**config.mk**
```make
export PLATFORM = sky130hd
export DESIGN_NAME = approx_mul_err_sweep
export DESIGN_NICKNAME = d
export VERILOG_FILES = /design/src/rtl/approx_mul_err_sweep.sv
export SDC_FILE = /design/constraint.sdc
export NUM_CORES = 1
export LEC_CHECK = 0
export BUFFER_PORTS_ARGS = -buffer_cell sky130_fd_sc_hd__buf_2
export CORE_ASPECT_RATIO = 0.6
export CORE_UTILIZATION = 25
export CTS_CLUSTER_DIAMETER = 30
export DETAILED_ROUTE_END_ITERATION = 12
export PLACE_DENSITY = 0.43
export RECOVER_POWER = 100
export SLEW_MARGIN = 10
export SYNTH_ARGS = -nofsm -noshare
export SYNTH_HDL_FRONTEND = slang
export SYNTH_SLANG_ARGS = --single-unit
```
**constraint.sdc**
```tcl
create_clock -name clk -period 11.3 [get_ports clk]
set_input_delay 2.26 -clock clk [delete_from_list [all_inputs] [get_ports clk]]
set_output_delay 2.26 -clock clk [all_outputs]
set_load 0.02 [all_outputs]
```
**src/rtl/approx_mul_err_sweep.sv**
```systemverilog
// approx_mul_err_sweep: drives all 2^(2N) operand pairs into an external multiplier and accumulates sum |err|, error count and worst error with its first operands; ports clk/rst/start in, mult_a/mult_b out, approx_p in, busy/done/statistics out
module approx_mul_err_sweep #(
  parameter int N = 8
) (
  input  logic             clk,
  input  logic             rst,
  input  logic             start,
  output logic [N-1:0]     mult_a,
  output logic [N-1:0]     mult_b,
  input  logic [2*N-1:0]   approx_p,
  output logic             busy,
  output logic             done,
  output logic [4*N-1:0]   sum_abs_err,
  output logic [2*N:0]     err_cnt,
  output logic [2*N-1:0]   max_err,
  output logic [N-1:0]     max_a,
  output logic [N-1:0]     max_b
);
  localparam int W = 2 * N;
  localparam int S = 4 * N;
  localparam int C = W + 1;
  typedef enum logic [1:0] {IDLE, RUN, DRAIN} state_t;
  state_t         state_q, state_d;
  logic [W-1:0]   idx_q, idx_d;
  logic           done_q, done_d, v1_q, clr;
  logic [W-1:0]   ap1_q, ex1_q, ex_d, err_d;
  logic [N-1:0]   a1_q, b1_q;
  logic [S-1:0]   sum_q;
  logic [C-1:0]   cnt_q;
  logic [W-1:0]   max_q;
  logic [N-1:0]   maxa_q, maxb_q;
  always_comb begin
    state_d = state_q;
    idx_d   = idx_q;
    done_d  = 1'b0;
    case (state_q)
      IDLE: begin
        state_d = start ? RUN : IDLE;
        idx_d   = start ? '0 : idx_q;
      end
      RUN: begin
        idx_d   = idx_q + 1'b1;
        state_d = &idx_q ? DRAIN : RUN;
      end
      DRAIN: begin
        state_d = IDLE;
        done_d  = 1'b1;
      end
      default: state_d = IDLE;
    endcase
  end
  assign clr   = state_q == IDLE && start;
  assign ex_d  = W'(mult_a) * W'(mult_b);
  assign err_d = ap1_q >= ex1_q ? ap1_q - ex1_q : ex1_q - ap1_q;
  always_ff @(posedge clk) begin
    if (rst) begin
      state_q <= IDLE;
      idx_q   <= '0;
      done_q  <= 1'b0;
      v1_q    <= 1'b0;
      ap1_q   <= '0;
      ex1_q   <= '0;
      a1_q    <= '0;
      b1_q    <= '0;
      sum_q   <= '0;
      cnt_q   <= '0;
      max_q   <= '0;
      maxa_q  <= '0;
      maxb_q  <= '0;
    end else begin
      state_q <= state_d;
      idx_q   <= idx_d;
      done_q  <= done_d;
      v1_q    <= state_q == RUN;
      ap1_q   <= approx_p;
      ex1_q   <= ex_d;
      a1_q    <= mult_a;
      b1_q    <= mult_b;
      if (clr) begin
        sum_q  <= '0;
        cnt_q  <= '0;
        max_q  <= '0;
        maxa_q <= '0;
        maxb_q <= '0;
      end else if (v1_q) begin
        sum_q <= sum_q + S'(err_d);
        cnt_q <= cnt_q + C'(err_d != '0);
        if (err_d > max_q) begin
          max_q  <= err_d;
          maxa_q <= a1_q;
          maxb_q <= b1_q;
        end
      end
    end
  end
  assign mult_a      = idx_q[W-1:N];
  assign mult_b      = idx_q[N-1:0];
  assign busy        = state_q != IDLE;
  assign done        = done_q;
  assign sum_abs_err = sum_q;
  assign err_cnt     = cnt_q;
  assign max_err     = max_q;
  assign max_a       = maxa_q;
  assign max_b       = maxb_q;
endmodule

```
==> results.md <==
* Post-synthesis cell count at between 1000 and 1500
* Cell Pwr Density at 116 nW/um^2
* Postcts setup bufs at 0
* Max VDD drop at 0.122 mV
* Routed WL at 33.4 mm
* Overall routing resource usage at 0.152
* Final worst-path cycle share at 0.701
* Max Fclk at 126 MHz
* GPL Wtd Cong at about 0.84
* Die area at 44300 um^2
* 1st-pass router iterations at 7
* Setup tns final at 0 ns
* Vias in the first global route at 9010
* Horiz. Die Dim at 271 um
* Leak Pwr at 4.99 nW
* Ports at 118
* RSZ-0062 raised after global routing: false
* Initial antenna violation count at 0
* HPWL after detailed placement at 25.3 mm
* Post-CTS Hold Buffers at 0
* Skew-Pair Late Insertion Delay at between 0.4 and 0.5 ns
* Initial core utilization at 0.257
* Clock-pin slew on the worst setup and hold paths at around 0.070 ns
* H-Tree Depth at 4
* Setup Slack @ Placement at 4.73 ns
* Least-Margin Pin Slew at 3.57 ns
* Final Critical Period at 7.92 ns
* Seq/Total Area, Yosys at 0.275
* Crit path DAT at ~8.3 ns
* Nets at between 1500 and 2000
* Largest net degree at the start of global routing at 68
* Area growth, synth to finish at 13.5%
* Mean Syn Cell Area at around 8.3 um^2
* Final Hold Fails at 0
* Clock buffer depth at 2
* Clock root buffer: clkbuf_16
* Post-DR wirelength/cell at between 15 and 20 um
* CP required at 11.63 ns
* Mapped Nets at 1458
* Met1 WL at 18.2 mm
* Post-synth top area cell: dfxtp_1
* Crit path launch type: input port
* Total number of vias at 9238
* Clk sinks at 149
* Max-slew violation count at roughly 120
* Violated checks: max-capacitance violations, max-slew violations
* Post-synth ARST share at 0
* DRT iter0 DRCs at 582
* FP Rows at 58
* Seq cells post-synth at ~150
* TritonCTS Buffers at 17
* WHS at 0.446 ns
* Worst Hold Class: flip-flop to flip-flop
* PortBufs at 117
* CTS tree: yes
* Post-CTS Resized at 0
* Number of synthesized flops with an enable pin at 0
* Status: finished with violations
* Slew headroom at -1.38
* Final Util at 0.291
* Layout cells sized above 1 at 0.0657
* Grt ovf at 0
* CP Capture Type: flip-flop
* DRC violations left at 0
* Met2 Routed Length at about 14 mm
* Yosys top cell area share at 0.275
* Main synth FF type: dfxtp_1
* Global-route wire length before repair at 52.6 mm
* Crit Path Class: input port to flip-flop
* Distinct cells, synth at 77
* Mean number of vias per cell at 4.73
* Number of routed nets with antenna violations at 0
* Antenna Cells at 0
* Setup Skew at 0.0143 ns
* Reg-to-reg setup timing slack at 4.10 ns
* Area contributors post-synth: dfxtp_1 (27%), ha_1 (12%), fa_1 (7.0%)
* MaxCap Viol Count at 2
* Core area at 42300 um^2
* Ys Warns at 0
* Setup violators final at 0
* Highest routed layer: met4
* Final worst slack at 3.38 ns
* Die height at 163 um
* Met3 routed wirelength at 1.45 mm
* Crit path max fanout at 67
* Mapped Area at 10900 um^2
final cells by class:
type,count,area [um^2]
Tap cell,570,713
Clock buffer,17,425
Timing Repair Buffer,123,498
Inverter,134,503
Sequential cell,149,2980
Fill cell,4614,30000
Clock inverter,15,158
Multi-Input combinational cell,947,7040
worst max-delay path: stages:
cell	delay [ns]
clkbuf_1	0.74
clkbuf_1	1.74
nand2b_2	0.36
clkbuf_1	2.49
nor4b_1	0.07
a311o_1	0.45
through the flow:
step                      instances  power (mW)  area [um^2]
final                          1955        1.43        12300
after floorplan                1300       0.772        10900
after detailed placement       1923       0.858        11900
after global routing           1955        1.50        12300
after CTS                      1955        1.46        12500
after global placement         1923       0.860        11900
Yosys cell counts (all sizes together) (3+ instances only):
master,n
a211oi,24
a21boi,8
a21o,22
a21oi,91
a31o,6
a31oi,10
and2,57
and3,8
and4,9
buf,22
clkbuf,48
dfxtp,149
fa,38
ha,101
inv,133
mux2,5
mux2i,25
nand2,85
nand2b,25
nand3,58
nand3b,6
nand4,27
nor2,86
nor2b,45
nor3,17
nor3b,3
nor4,6
o211ai,5
o21a,7
o21ai,65
o21bai,3
o311a,3
o31ai,10
or2,3
or3,9
or4,4
xnor2,20
xor2,24
layout by cell type, fill, tap and decap left out, types with 15 or more instances in the layout:
cell type  count
dfxtp_1      149
inv_1        133
clkbuf_1     102
ha_1         101
a21oi_1       89
nor2_1        85
nand2_1       83
nand3_1       58
and2_1        56
o21ai_0       54
nor2b_1       45
fa_1          38
nand4_1       26
mux2i_1       25
nand2b_1      24
xor2_1        24
a21o_1        22
xnor2_1       20
a211oi_1      18
clkbuf_16     17
buf_2         17
nor3_1        15
worst paths after layout:
check | start | endpoint | depth (start not counted)
min reg2reg | b1_q[7] | max_b[7] | 2
min | b1_q[7] | max_b[7] | 2
max reg2reg | ap1_q[0] | max_err[11] | 21
max | rst | sum_abs_err[9] | 6
where the power goes:
group | internal (mW) | switching (mW)
combinational | 0.0998 | 0.201
clock | 0.314 | 0.272
sequential | 0.534 | 0.00966
registers in the layout, indices dropped and copies added (netlist names):
| register | count |
|---|---|
| max_err | 16 |
| v1_q | 1 |
| ex1_q | 16 |
| a1_q | 8 |
| ap1_q | 16 |
| done | 1 |
| err_cnt | 17 |
| max_a | 8 |
| max_b | 8 |
| state_q | 2 |
| b1_q | 8 |
| idx_q | 16 |
| sum_abs_err | 32 |
cells by family after synthesis:
kind of cell             Yosys count  share of synthesized area
adder cells (fa/ha/maj)          140                      0.188
multiplexers                      30                     0.0282
AO/OA/AOI/OAI                    279                      0.171
AND/OR/NAND/NOR                  453                      0.225
flip-flops                       149                      0.275
buffers and inverters            204                     0.0763
XOR/XNOR                          45                     0.0376
routing by layer:
metal | track usage | vias up
met3 | 0.0284 | 18
met1 | 0.233 | 4437
li1 | - | 4611
met4 | 0.0339 | 0
met2 | 0.216 | 172
met5 | 0 | -
(Power assumes the default switching activity.)
